[src/rtl/scr1_axi_bridge_pkg.sv]
// Shared types and helpers for the SCR1 AXI4 to AXI-lite burst bridge.
package scr1_axi_bridge_pkg;

  typedef enum logic [1:0] {
    BURST_FIXED = 2'b00,
    BURST_INCR  = 2'b01,
    BURST_WRAP  = 2'b10,
    BURST_RSVD  = 2'b11
  } burst_e;

  localparam logic [1:0] RESP_OKAY   = 2'b00;
  localparam logic [1:0] RESP_EXOKAY = 2'b01;
  localparam logic [1:0] RESP_SLVERR = 2'b10;
  localparam logic [1:0] RESP_DECERR = 2'b11;

  typedef enum logic [1:0] {R_IDLE, R_ADDR, R_DATA} rd_state_e;
  typedef enum logic [1:0] {W_IDLE, W_XFER, W_RESP, W_BOUT} wr_state_e;

  // The more severe response (numerically larger) dominates a merged burst.
  function automatic logic [1:0] resp_merge(input logic [1:0] a, input logic [1:0] b);
    return (a > b) ? a : b;
  endfunction

endpackage

[src/rtl/axil_if.sv]
// AXI-lite bus bundle between the bridge and the fabric.
interface axil_if #(
  parameter int ADDR_W = 32,
  parameter int DATA_W = 32
);
  logic              aw_valid;
  logic              aw_ready;
  logic [ADDR_W-1:0] aw_addr;
  logic              w_valid;
  logic              w_ready;
  logic [DATA_W-1:0] w_data;
  logic [DATA_W/8-1:0] w_strb;
  logic              b_valid;
  logic              b_ready;
  logic [1:0]        b_resp;
  logic              ar_valid;
  logic              ar_ready;
  logic [ADDR_W-1:0] ar_addr;
  logic              r_valid;
  logic              r_ready;
  logic [DATA_W-1:0] r_data;
  logic [1:0]        r_resp;

  modport Master (
    output aw_valid, aw_addr, w_valid, w_data, w_strb, b_ready, ar_valid, ar_addr, r_ready,
    input  aw_ready, w_ready, b_valid, b_resp, ar_ready, r_valid, r_data, r_resp
  );

  modport Slave (
    input  aw_valid, aw_addr, w_valid, w_data, w_strb, b_ready, ar_valid, ar_addr, r_ready,
    output aw_ready, w_ready, b_valid, b_resp, ar_ready, r_valid, r_data, r_resp
  );
endinterface

[src/rtl/scr1_axi_burst_addr.sv]
// Combinational AXI4 next-beat address calculator (FIXED/INCR/WRAP; reserved acts as INCR).
module scr1_axi_burst_addr
  import scr1_axi_bridge_pkg::*;
#(
  parameter int ADDR_W = 32
) (
  input  logic [ADDR_W-1:0] i_addr,
  input  logic [2:0]        i_size,
  input  logic [7:0]        i_len,
  input  burst_e            i_burst,
  output logic [ADDR_W-1:0] o_next_addr
);

  logic [ADDR_W-1:0] w_bytes;
  logic [ADDR_W-1:0] w_incr;
  logic [ADDR_W-1:0] w_mask;

  assign w_bytes = ADDR_W'(1) << i_size;
  assign w_incr  = i_addr + w_bytes;
  // Legal wrap lengths make the span a power of two, so span-1 is the offset mask.
  assign w_mask  = (w_bytes * (ADDR_W'(i_len) + ADDR_W'(1))) - ADDR_W'(1);

  always_comb begin
    o_next_addr = w_incr;
    case (i_burst)
      BURST_FIXED: o_next_addr = i_addr;
      BURST_WRAP:  o_next_addr = (i_addr & ~w_mask) | (w_incr & w_mask);
      default:     o_next_addr = w_incr;
    endcase
  end

endmodule

[src/rtl/scr1_axi4_to_axil_bridge.sv]
// AXI4 slave to AXI-lite master bridge: splits bursts into single lite beats,
// returns IDs, generates rlast and merges per-beat write responses.
module scr1_axi4_to_axil_bridge
  import scr1_axi_bridge_pkg::*;
#(
  parameter int ADDR_W = 32,
  parameter int DATA_W = 32,
  parameter int ID_W   = 4
) (
  input  logic                clk,
  input  logic                rst_n,
  input  logic [ID_W-1:0]     s_awid,
  input  logic [ADDR_W-1:0]   s_awaddr,
  input  logic [7:0]          s_awlen,
  input  logic [2:0]          s_awsize,
  input  logic [1:0]          s_awburst,
  input  logic                s_awvalid,
  output logic                s_awready,
  input  logic [DATA_W-1:0]   s_wdata,
  input  logic [DATA_W/8-1:0] s_wstrb,
  input  logic                s_wlast,
  input  logic                s_wvalid,
  output logic                s_wready,
  output logic [ID_W-1:0]     s_bid,
  output logic [1:0]          s_bresp,
  output logic                s_bvalid,
  input  logic                s_bready,
  input  logic [ID_W-1:0]     s_arid,
  input  logic [ADDR_W-1:0]   s_araddr,
  input  logic [7:0]          s_arlen,
  input  logic [2:0]          s_arsize,
  input  logic [1:0]          s_arburst,
  input  logic                s_arvalid,
  output logic                s_arready,
  output logic [ID_W-1:0]     s_rid,
  output logic [DATA_W-1:0]   s_rdata,
  output logic [1:0]          s_rresp,
  output logic                s_rlast,
  output logic                s_rvalid,
  input  logic                s_rready,
  axil_if.Master              m_axil,
  output logic                wlast_err
);

  logic r_live;

  always_ff @(posedge clk or negedge rst_n) begin
    if (!rst_n) r_live <= 1'b0;
    else        r_live <= 1'b1;
  end

  // ---------------- read path ----------------
  rd_state_e         r_rstate, w_rnext;
  logic [ID_W-1:0]   r_rid;
  logic [ADDR_W-1:0] r_raddr, w_raddr_nxt;
  logic [7:0]        r_rlen, r_rcnt;
  logic [2:0]        r_rsize;
  burst_e            r_rburst;
  logic              w_rfinal, w_r_hs;

  assign w_rfinal = (r_rcnt == r_rlen);
  assign w_r_hs   = (r_rstate == R_DATA) && m_axil.r_valid && s_rready;

  scr1_axi_burst_addr #(.ADDR_W(ADDR_W)) u_rd_addr (
    .i_addr(r_raddr), .i_size(r_rsize), .i_len(r_rlen), .i_burst(r_rburst), .o_next_addr(w_raddr_nxt)
  );

  always_ff @(posedge clk or negedge rst_n) begin
    if (!rst_n) r_rstate <= R_IDLE;
    else        r_rstate <= w_rnext;
  end

  always_comb begin
    w_rnext         = r_rstate;
    s_arready       = 1'b0;
    m_axil.ar_valid = 1'b0;
    m_axil.r_ready  = 1'b0;
    s_rvalid        = 1'b0;
    s_rdata         = '0;
    s_rresp         = RESP_OKAY;
    s_rlast         = 1'b0;
    case (r_rstate)
      R_IDLE: begin
        s_arready = r_live;
        if (r_live && s_arvalid) w_rnext = R_ADDR;
      end
      R_ADDR: begin
        m_axil.ar_valid = 1'b1;
        if (m_axil.ar_ready) w_rnext = R_DATA;
      end
      R_DATA: begin
        s_rvalid       = m_axil.r_valid;
        m_axil.r_ready = s_rready;
        s_rdata        = m_axil.r_data;
        s_rresp        = (r_rburst == BURST_RSVD) ? resp_merge(m_axil.r_resp, RESP_SLVERR) : m_axil.r_resp;
        s_rlast        = w_rfinal;
        if (w_r_hs) w_rnext = w_rfinal ? R_IDLE : R_ADDR;
      end
      default: w_rnext = R_IDLE;
    endcase
  end

  always_ff @(posedge clk or negedge rst_n) begin
    if (!rst_n) begin
      r_rid    <= '0;
      r_raddr  <= '0;
      r_rlen   <= '0;
      r_rcnt   <= '0;
      r_rsize  <= '0;
      r_rburst <= BURST_FIXED;
    end else if (r_rstate == R_IDLE && r_live && s_arvalid) begin
      r_rid    <= s_arid;
      r_raddr  <= s_araddr;
      r_rlen   <= s_arlen;
      r_rcnt   <= '0;
      r_rsize  <= s_arsize;
      r_rburst <= burst_e'(s_arburst);
    end else if (w_r_hs && !w_rfinal) begin
      r_raddr <= w_raddr_nxt;
      r_rcnt  <= r_rcnt + 8'd1;
    end
  end

  assign m_axil.ar_addr = r_raddr;
  assign s_rid          = r_rid;

  // ---------------- write path ----------------
  wr_state_e         r_wstate, w_wnext;
  logic [ID_W-1:0]   r_wid;
  logic [ADDR_W-1:0] r_waddr, w_waddr_nxt;
  logic [7:0]        r_wlen, r_wcnt;
  logic [2:0]        r_wsize;
  burst_e            r_wburst;
  logic [1:0]        r_wresp;
  logic              r_aw_done, r_w_done, r_wlast_err;
  logic              w_wfinal, w_aw_vld, w_w_vld, w_aw_hs, w_w_hs, w_beat_done;

  assign w_wfinal = (r_wcnt == r_wlen);
  // Lite AW and W are only offered once the AXI4 beat is present, and each drops after its own handshake.
  assign w_aw_vld    = (r_wstate == W_XFER) && s_wvalid && !r_aw_done;
  assign w_w_vld     = (r_wstate == W_XFER) && s_wvalid && !r_w_done;
  assign w_aw_hs     = w_aw_vld && m_axil.aw_ready;
  assign w_w_hs      = w_w_vld && m_axil.w_ready;
  assign w_beat_done = (r_wstate == W_XFER) && (r_aw_done || w_aw_hs) && (r_w_done || w_w_hs);

  scr1_axi_burst_addr #(.ADDR_W(ADDR_W)) u_wr_addr (
    .i_addr(r_waddr), .i_size(r_wsize), .i_len(r_wlen), .i_burst(r_wburst), .o_next_addr(w_waddr_nxt)
  );

  always_ff @(posedge clk or negedge rst_n) begin
    if (!rst_n) r_wstate <= W_IDLE;
    else        r_wstate <= w_wnext;
  end

  always_comb begin
    w_wnext         = r_wstate;
    s_awready       = 1'b0;
    s_wready        = 1'b0;
    s_bvalid        = 1'b0;
    s_bresp         = RESP_OKAY;
    m_axil.aw_valid = 1'b0;
    m_axil.w_valid  = 1'b0;
    m_axil.w_data   = '0;
    m_axil.w_strb   = '0;
    m_axil.b_ready  = 1'b0;
    case (r_wstate)
      W_IDLE: begin
        s_awready = r_live;
        if (r_live && s_awvalid) w_wnext = W_XFER;
      end
      W_XFER: begin
        m_axil.aw_valid = w_aw_vld;
        m_axil.w_valid  = w_w_vld;
        m_axil.w_data   = s_wdata;
        m_axil.w_strb   = s_wstrb;
        s_wready        = w_beat_done;
        if (w_beat_done) w_wnext = W_RESP;
      end
      W_RESP: begin
        m_axil.b_ready = 1'b1;
        if (m_axil.b_valid) w_wnext = w_wfinal ? W_BOUT : W_XFER;
      end
      W_BOUT: begin
        s_bvalid = 1'b1;
        s_bresp  = r_wresp;
        if (s_bready) w_wnext = W_IDLE;
      end
      default: w_wnext = W_IDLE;
    endcase
  end

  always_ff @(posedge clk or negedge rst_n) begin
    if (!rst_n) begin
      r_wid       <= '0;
      r_waddr     <= '0;
      r_wlen      <= '0;
      r_wcnt      <= '0;
      r_wsize     <= '0;
      r_wburst    <= BURST_FIXED;
      r_wresp     <= RESP_OKAY;
      r_aw_done   <= 1'b0;
      r_w_done    <= 1'b0;
      r_wlast_err <= 1'b0;
    end else begin
      case (r_wstate)
        W_IDLE: if (r_live && s_awvalid) begin
          r_wid     <= s_awid;
          r_waddr   <= s_awaddr;
          r_wlen    <= s_awlen;
          r_wcnt    <= '0;
          r_wsize   <= s_awsize;
          r_wburst  <= burst_e'(s_awburst);
          r_wresp   <= RESP_OKAY;
          r_aw_done <= 1'b0;
          r_w_done  <= 1'b0;
        end
        W_XFER: if (w_beat_done) begin
          r_aw_done <= 1'b0;
          r_w_done  <= 1'b0;
          if (s_wlast != w_wfinal) begin
            r_wlast_err <= 1'b1;
            r_wresp     <= resp_merge(r_wresp, RESP_SLVERR);
          end
        end else begin
          if (w_aw_hs) r_aw_done <= 1'b1;
          if (w_w_hs)  r_w_done  <= 1'b1;
        end
        W_RESP: if (m_axil.b_valid) begin
          r_wresp <= resp_merge(r_wresp, resp_merge(m_axil.b_resp,
                     (r_wburst == BURST_RSVD) ? RESP_SLVERR : RESP_OKAY));
          if (!w_wfinal) begin
            r_waddr <= w_waddr_nxt;
            r_wcnt  <= r_wcnt + 8'd1;
          end
        end
        default: ;
      endcase
    end
  end

  assign m_axil.aw_addr = r_waddr;
  assign s_bid          = r_wid;
  assign wlast_err      = r_wlast_err;

endmodule
[src/flat_wrapper.sv]
// flat-port wrapper written by rule: the top's interface ports become plain ports
module scr1_axi4_to_axil_bridge_flat import scr1_axi_bridge_pkg::*;
#(
  parameter int ADDR_W = 32,
  parameter int DATA_W = 32,
  parameter int ID_W   = 4
)
  (clk, rst_n, s_awid, s_awaddr, s_awlen, s_awsize, s_awburst, s_awvalid, s_awready, s_wdata, s_wstrb, s_wlast, s_wvalid, s_wready, s_bid, s_bresp, s_bvalid, s_bready, s_arid, s_araddr, s_arlen, s_arsize, s_arburst, s_arvalid, s_arready, s_rid, s_rdata, s_rresp, s_rlast, s_rvalid, s_rready, wlast_err, m_axil_aw_valid, m_axil_aw_addr, m_axil_w_valid, m_axil_w_data, m_axil_w_strb, m_axil_b_ready, m_axil_ar_valid, m_axil_ar_addr, m_axil_r_ready, m_axil_aw_ready, m_axil_w_ready, m_axil_b_valid, m_axil_b_resp, m_axil_ar_ready, m_axil_r_valid, m_axil_r_data, m_axil_r_resp);
  axil_if #(.ADDR_W(ADDR_W), .DATA_W(DATA_W)) m_axil_i ();
  input  logic clk;
  input  logic rst_n;
  input  logic [ID_W-1:0] s_awid;
  input  logic [ADDR_W-1:0] s_awaddr;
  input  logic [7:0] s_awlen;
  input  logic [2:0] s_awsize;
  input  logic [1:0] s_awburst;
  input  logic s_awvalid;
  output logic s_awready;
  input  logic [DATA_W-1:0] s_wdata;
  input  logic [DATA_W/8-1:0] s_wstrb;
  input  logic s_wlast;
  input  logic s_wvalid;
  output logic s_wready;
  output logic [ID_W-1:0] s_bid;
  output logic [1:0] s_bresp;
  output logic s_bvalid;
  input  logic s_bready;
  input  logic [ID_W-1:0] s_arid;
  input  logic [ADDR_W-1:0] s_araddr;
  input  logic [7:0] s_arlen;
  input  logic [2:0] s_arsize;
  input  logic [1:0] s_arburst;
  input  logic s_arvalid;
  output logic s_arready;
  output logic [ID_W-1:0] s_rid;
  output logic [DATA_W-1:0] s_rdata;
  output logic [1:0] s_rresp;
  output logic s_rlast;
  output logic s_rvalid;
  input  logic s_rready;
  output logic wlast_err;
  output wire logic [$bits(m_axil_i.aw_valid)-1:0] m_axil_aw_valid;
  output wire logic [$bits(m_axil_i.aw_addr)-1:0] m_axil_aw_addr;
  output wire logic [$bits(m_axil_i.w_valid)-1:0] m_axil_w_valid;
  output wire logic [$bits(m_axil_i.w_data)-1:0] m_axil_w_data;
  output wire logic [$bits(m_axil_i.w_strb)-1:0] m_axil_w_strb;
  output wire logic [$bits(m_axil_i.b_ready)-1:0] m_axil_b_ready;
  output wire logic [$bits(m_axil_i.ar_valid)-1:0] m_axil_ar_valid;
  output wire logic [$bits(m_axil_i.ar_addr)-1:0] m_axil_ar_addr;
  output wire logic [$bits(m_axil_i.r_ready)-1:0] m_axil_r_ready;
  input wire logic [$bits(m_axil_i.aw_ready)-1:0] m_axil_aw_ready;
  input wire logic [$bits(m_axil_i.w_ready)-1:0] m_axil_w_ready;
  input wire logic [$bits(m_axil_i.b_valid)-1:0] m_axil_b_valid;
  input wire logic [$bits(m_axil_i.b_resp)-1:0] m_axil_b_resp;
  input wire logic [$bits(m_axil_i.ar_ready)-1:0] m_axil_ar_ready;
  input wire logic [$bits(m_axil_i.r_valid)-1:0] m_axil_r_valid;
  input wire logic [$bits(m_axil_i.r_data)-1:0] m_axil_r_data;
  input wire logic [$bits(m_axil_i.r_resp)-1:0] m_axil_r_resp;
  assign m_axil_aw_valid = m_axil_i.aw_valid;
  assign m_axil_aw_addr = m_axil_i.aw_addr;
  assign m_axil_w_valid = m_axil_i.w_valid;
  assign m_axil_w_data = m_axil_i.w_data;
  assign m_axil_w_strb = m_axil_i.w_strb;
  assign m_axil_b_ready = m_axil_i.b_ready;
  assign m_axil_ar_valid = m_axil_i.ar_valid;
  assign m_axil_ar_addr = m_axil_i.ar_addr;
  assign m_axil_r_ready = m_axil_i.r_ready;
  assign m_axil_i.aw_ready = m_axil_aw_ready;
  assign m_axil_i.w_ready = m_axil_w_ready;
  assign m_axil_i.b_valid = m_axil_b_valid;
  assign m_axil_i.b_resp = m_axil_b_resp;
  assign m_axil_i.ar_ready = m_axil_ar_ready;
  assign m_axil_i.r_valid = m_axil_r_valid;
  assign m_axil_i.r_data = m_axil_r_data;
  assign m_axil_i.r_resp = m_axil_r_resp;
  scr1_axi4_to_axil_bridge #(.ADDR_W(ADDR_W), .DATA_W(DATA_W), .ID_W(ID_W)) u_core (.clk(clk), .rst_n(rst_n), .s_awid(s_awid), .s_awaddr(s_awaddr), .s_awlen(s_awlen), .s_awsize(s_awsize), .s_awburst(s_awburst), .s_awvalid(s_awvalid), .s_awready(s_awready), .s_wdata(s_wdata), .s_wstrb(s_wstrb), .s_wlast(s_wlast), .s_wvalid(s_wvalid), .s_wready(s_wready), .s_bid(s_bid), .s_bresp(s_bresp), .s_bvalid(s_bvalid), .s_bready(s_bready), .s_arid(s_arid), .s_araddr(s_araddr), .s_arlen(s_arlen), .s_arsize(s_arsize), .s_arburst(s_arburst), .s_arvalid(s_arvalid), .s_arready(s_arready), .s_rid(s_rid), .s_rdata(s_rdata), .s_rresp(s_rresp), .s_rlast(s_rlast), .s_rvalid(s_rvalid), .s_rready(s_rready), .m_axil(m_axil_i), .wlast_err(wlast_err));
endmodule
[config.mk]
export PLATFORM = sky130hd
export DESIGN_NAME = scr1_axi4_to_axil_bridge_flat
export DESIGN_NICKNAME = d
export VERILOG_FILES = /design/src/rtl/scr1_axi_bridge_pkg.sv /design/src/rtl/axil_if.sv /design/src/rtl/scr1_axi_burst_addr.sv /design/src/rtl/scr1_axi4_to_axil_bridge.sv /design/src/flat_wrapper.sv
export SDC_FILE = /design/constraint.sdc
export NUM_CORES = 1
export LEC_CHECK = 0
export CORE_MARGIN = 2
export CORE_UTILIZATION = 56
export DETAILED_ROUTE_END_ITERATION = 10
export PLACE_DENSITY = 0.88
export SLEW_MARGIN = 20
export SYNTH_ARGS = -nofsm -noshare
export SYNTH_HDL_FRONTEND = slang
export SYNTH_SLANG_ARGS = --single-unit
export TNS_END_PERCENT = 100
[constraint.sdc]
create_clock -name clk -period 10.63 [get_ports clk]
set_input_delay 2.126 -clock clk [delete_from_list [all_inputs] [get_ports clk]]
set_output_delay 2.126 -clock clk [all_outputs]
set_load 0.02 [all_outputs]
Yosys cells after proc, flatten, opt, wreduce, memory -nomap -nowiden
Index checks and enable logic that the tools add are counted.

cells by class
  add/sub/neg operators = 8
  multiply operators = 2
  magnitude comparators = 4
  equality and inequality tests = 27
  shift operators = 2
  muxes and demuxes = 59
  bitwise operators = 8
  reduce and logical (&&, ||, !) cells = 37

operators with widths
  cell                     number
  $mux W32                 7
  $pmux W32 S2             3
  $and A32 B32 Y32         4
  $add A32 B32 Y32         2
  $mul A32 B9 Y32          2
  $not A32 Y32             2
  $or A32 B32 Y32          2
  $shl A1 B3 Y32 const A   2
  $sub A32 B1 Y32 const B  2
  $mux W2                  20
  $mux W8                  5
  $add A8 B1 Y9 const B    2
  $mux W1                  17
  $add A8 B1 Y8 const B    2
  $eq A8 B8 Y1             2
  $ne A2 B2 Y1 const B     8
  $pmux W8 S2              1
  $eq A2 B2 Y1 const B     7
  $logic_and A1 B1 Y1      14
  $pmux W2 S3              2
  $reduce_and A3 Y1        4
  $ne A2 B1 Y1 const B     5
  $logic_not A2 Y1         4
  $pmux W2 S4              1
  15 further kinds         27

word-level totals
  flip-flop bits (word level) = 124
  bits of input ports = 183
  logic and storage cells = 166

Depth between registers and ports, before layout
  depth in word-level cells = 10
  gate-level depth with buffers = 23
  depth with buffers taken out = 22

Hierarchy
Synthesis repeated with hierarchy kept, for this count alone.

unflattened totals
  cell total of the unflattened synthesis = 1997
  area, all modules = 16463.3 µm²

modules (own cells, without submodules)
  module                                   instances  cells an instance  area an instance (µm²)  seq. area each (µm²)
  scr1_axi4_to_axil_bridge                 1          743                7166.9                  3103.0
  scr1_axi_burst_addr at u_core.u_rd_addr  1          637                4672.0                  0.0
  scr1_axi_burst_addr at u_core.u_wr_addr  1          617                4624.4                  0.0

Worst setup path after synthesis
No wires, ideal clock.

  path kind = register to register
  start = register u_core.r_wsize[0]
  end = register with a tool-made name
  library setup time = 0.087 ns
  arrival = 5.937 ns
  required time = 10.543 ns
  slack = 4.606 ns
  cell stages (with the launch flop) = 23
  cells stage by stage = dfrtp_1 -> clkbuf_1 -> nor3b_1 -> nand2_1 -> fa_1 -> inv_1 -> fa_1 -> inv_1 -> fa_1 -> inv_1 -> fa_1 -> inv_1 -> fa_1 -> inv_1 -> ha_1 -> or2_2 -> and4_1 -> o31ai_1 -> a21oi_1 -> a41o_1 -> a2111oi_0 -> a21oi_1 -> o211ai_1

RTL lines
  what                    line                             source
  from (decl)             scr1_axi4_to_axil_bridge.sv:132  logic [2:0] r_wsize;
  from (signal assigned)  scr1_axi4_to_axil_bridge.sv:211  r_wsize <= s_awsize;

==> impl_results.md <==
* Outcome: finished clean
* Gpl congestion at 0.960
* Setup violators final at 0
* Setup TNS at 0 ns
* GRT met1 Usage at 41.5%
* Worst Path Arrival at 6.96 ns
* Reg clk slew, reported paths at 0.07 ns
* Fin. max-slew vios at 0
* Antenna-violating nets left at 0
* Clock sinks at 124
* Tcrit/Tclk final at 62.0%
* Row count at 58
* Initial antenna violation count at 3
* Core area at 0.0253 sq mm
* Class of the worst hold path: reg -> reg
* Final Critical Period at 6.59 ns
* CTS tree: built
* Met2 GRT Util at 54.8%
* TritonRoute pass-1 iters at 6
* Max-cap violations at 0
* Post-CTS Setup Inserts at 0
* WHS Endpoint: u_core.wlast_err$_DFFE_PN0P_
* Drt drc at 0
* Die area at 0.0271 sq mm
* Clk_lat worst skew at 0.44 ns
* Net total in the final layout at 2480
* Vias at 13800
* Dpl hpwl at 35.6 mm
* Post-synthesis sequential area ratio at 21.5%
* H-tree depth at 4
* CTS max path bufs at 2
* Layout cells sized above 1 at 4.12%
* Area delta synth->final at 29.6%
* Critical path peak fanout at 13
* Wirelength, routed at 45.0 mm
* Routed length per placed instance at 18.8 um
* WS Path Type: reg -> reg
* Fill count at 1843
* Syn_nets at 2163
* Via-to-Cell Ratio at 5.76
* Top FF cell, synth: dfrtp_1
* Fmax at 0.152 GHz
* CTS buffer count at 17
* R2r setup slk at 4.04 ns
* Initial Utilization at 57.2%
* Hold_buf cts at 0
* FF-to-FF path depth at 19
* Die H at 165 um
* Tot GR Track Use at 33.3%
* IO Pins at 339
* Yosys reg bits at 124
* Worst slew pin tran at 0.951 ns
* PortBufs at 338
* Cell variety after synth at 73
* CP Capture Type: flip-flop
* Hold path depth at 1
* Worst slew margin at 36.6%
* Vias in the first global route at 13700
* Post-Syn Instances at 1733
* # resized after CTS at 0
* Syn. warnings at 0
* Mean Syn Cell Area at 8.34 sq um
* Reg2reg start: u_core.r_rlen[0]$_DFFE_PN0P_
* Grt total ovfl at 0
* RSZ-0062 raised after global routing: false
* 1st-iter DRT viols at 1103
* Root Driver: clkbuf_16
* Startpoint types: flip-flop
* Routing usage on met3 at 7.26%
* Die Wd at 165 um
* Wire length of the first global-routing pass at 70.8 mm
* Hold Vio Cnt, Final at 0
* Clk_skew at 0.0113 ns
* Mapped cell area at 0.0145 sq mm
* WP data required at 11.00 ns
* Hold wc startpoint: u_core.wlast_err$_DFFE_PN0P_
* Largest net degree at the start of global routing at 70
* EDFF count, synth at 0
* Busiest grt layer: met2
* Asr flop ratio synth at 100%
[cell usage after synthesis, types with 6 or more instances]
library cell  number  share of area, %
nand3_1           46               1.6
a21o_1            17              0.88
inv_1            194               5.0
a21oi_1           76               2.6
nor2_1           140               3.6
and3_1            21              0.91
o2111ai_1          7              0.42
nor3_1            10              0.35
fa_1              94                13
nand3b_1           8              0.42
nand2_1          231               6.0
a31oi_1           16              0.69
a211o_1            7              0.42
o211ai_1          19              0.99
xor2_1            52               3.2
nor3b_1            6              0.31
dfrtp_1          124                21
o21ai_0           58               2.0
nor4_1             7              0.30
mux2_2            19               1.5
and2_1            90               3.9
ha_1             153                13
nand4_1           17              0.74
xnor2_1           58               3.5
o21a_1            11              0.57
o21ai_1           10              0.35
or4_1              6              0.31
nor2b_1           20              0.87
or3_1              8              0.35
a211oi_1          14              0.73
buf_2              6              0.21
mux2i_1           25               1.7
and4_1             7              0.42
clkbuf_1          44               1.1
nand2b_1          29               1.3
[cell type report]
class / instances / area [sq um] / area share, %
Antenna cell: 2 / 5.00 / 0.0267
Clock buffer: 18 / 439 / 2.34
Clock inverter: 14 / 145 / 0.775
Inverter: 194 / 728 / 3.89
Multi-Input combinational cell: 1363 / 10400 / 55.7
Sequential cell: 124 / 3100 / 16.6
Tap cell: 330 / 413 / 2.20
Timing Repair Buffer: 350 / 3470 / 18.5
[worst max-delay path, stage by stage, from the launching register on]
cell and delay (ns):
dfrtp_1 0.54, ha_1 0.33, nand3_1 0.18, nor2_1 0.10, xnor2_1 0.53, nor2_1 0.17, fa_1 0.61, fa_1 0.46
fa_1 0.54, fa_1 0.50, ha_1 0.32, ha_1 0.35, a21oi_1 0.32, nand2_1 0.15, a21oi_1 0.20, and2_1 0.21
o2111ai_2 0.23, and2_0 0.21, or4_1 0.46, nand3_1 0.08
[stage by stage]
| stage | util [%] | cells | instance area (sq um) | hold WS [ns] | setup WS (ns) |
|---|---|---|---|---|---|
| final | 74.2 | 2395 | 18700 | 0.489 | 4.04 |
| after global routing | 74.2 | 2394 | 18700 | 0.525 | 3.62 |
| after floorplan | - | 1733 | 14500 | 0.499 | 4.61 |
| after detailed placement | 71.9 | 2361 | 18100 | 0.467 | 4.22 |
| after global placement | 71.8 | 2361 | 18100 | 0.459 | 4.17 |
| after CTS | 74.2 | 2393 | 18700 | 0.488 | 4.15 |
[placed cells by master (no fill, tap or decap), types with 14 or more instances in the layout]
cell	netlist	layout
xnor2_1	58	58
xor2_1	52	52
a211oi_1	14	14
ha_1	153	153
mux2_2	19	19
o211ai_1	19	19
nand3_1	46	46
nand2b_1	29	29
nand2_1	231	231
mux2i_1	25	25
a31oi_1	16	16
o21ai_0	58	58
nand4_1	17	17
nor2b_1	20	20
a21o_1	17	17
and3_1	21	21
and2_1	90	90
a21oi_1	76	76
clkdlybuf4s50_1	0	337
inv_1	194	194
nor2_1	140	140
clkbuf_16	0	17
fa_1	94	94
dfrtp_1	124	124
[how the worst max path moves through the flow]
stage | from | to | slack (ns) | depth (start not counted)
4_1_cts | u_core.r_rlen[0]$_DFFE_PN0P_ | flip-flop | 4.15 | 22
3_3_place_gp | u_core.r_rsize[0]$_DFFE_PN0P_ | flip-flop | 4.17 | 19
5_1_grt | u_core.r_rlen[0]$_DFFE_PN0P_ | flip-flop | 3.62 | 22
3_5_place_dp | u_core.r_wlen[0]$_DFFE_PN0P_ | flip-flop | 4.22 | 18
6_report | u_core.r_rlen[0]$_DFFE_PN0P_ | flip-flop | 4.04 | 19
2_1_floorplan | u_core.r_wsize[0]$_DFFE_PN0P_ | flip-flop | 4.61 | 22
[metal layers]
layer | wire [um] | vias up
met5 | 0 | -
met4 | 2070 | 0
met3 | 4060 | 110
met2 | 21200 | 662
met1 | 17700 | 6554
li1 | - | 6466
[cells by family after synthesis]
family | after synthesis | share of synthesized area, %
buffers and inverters | 246 | 6.44
XOR/XNOR | 110 | 6.67
AO/OA/AOI/OAI | 300 | 13.7
multiplexers | 44 | 3.21
flip-flops | 124 | 21.5
other | 1 | 0.0259
adder cells (fa/ha/maj) | 247 | 26.3
AND/OR/NAND/NOR | 661 | 22.3
Power is not shown: default switching activity piles up to over one toggle a cycle in this logic, so the estimate is an artifact.
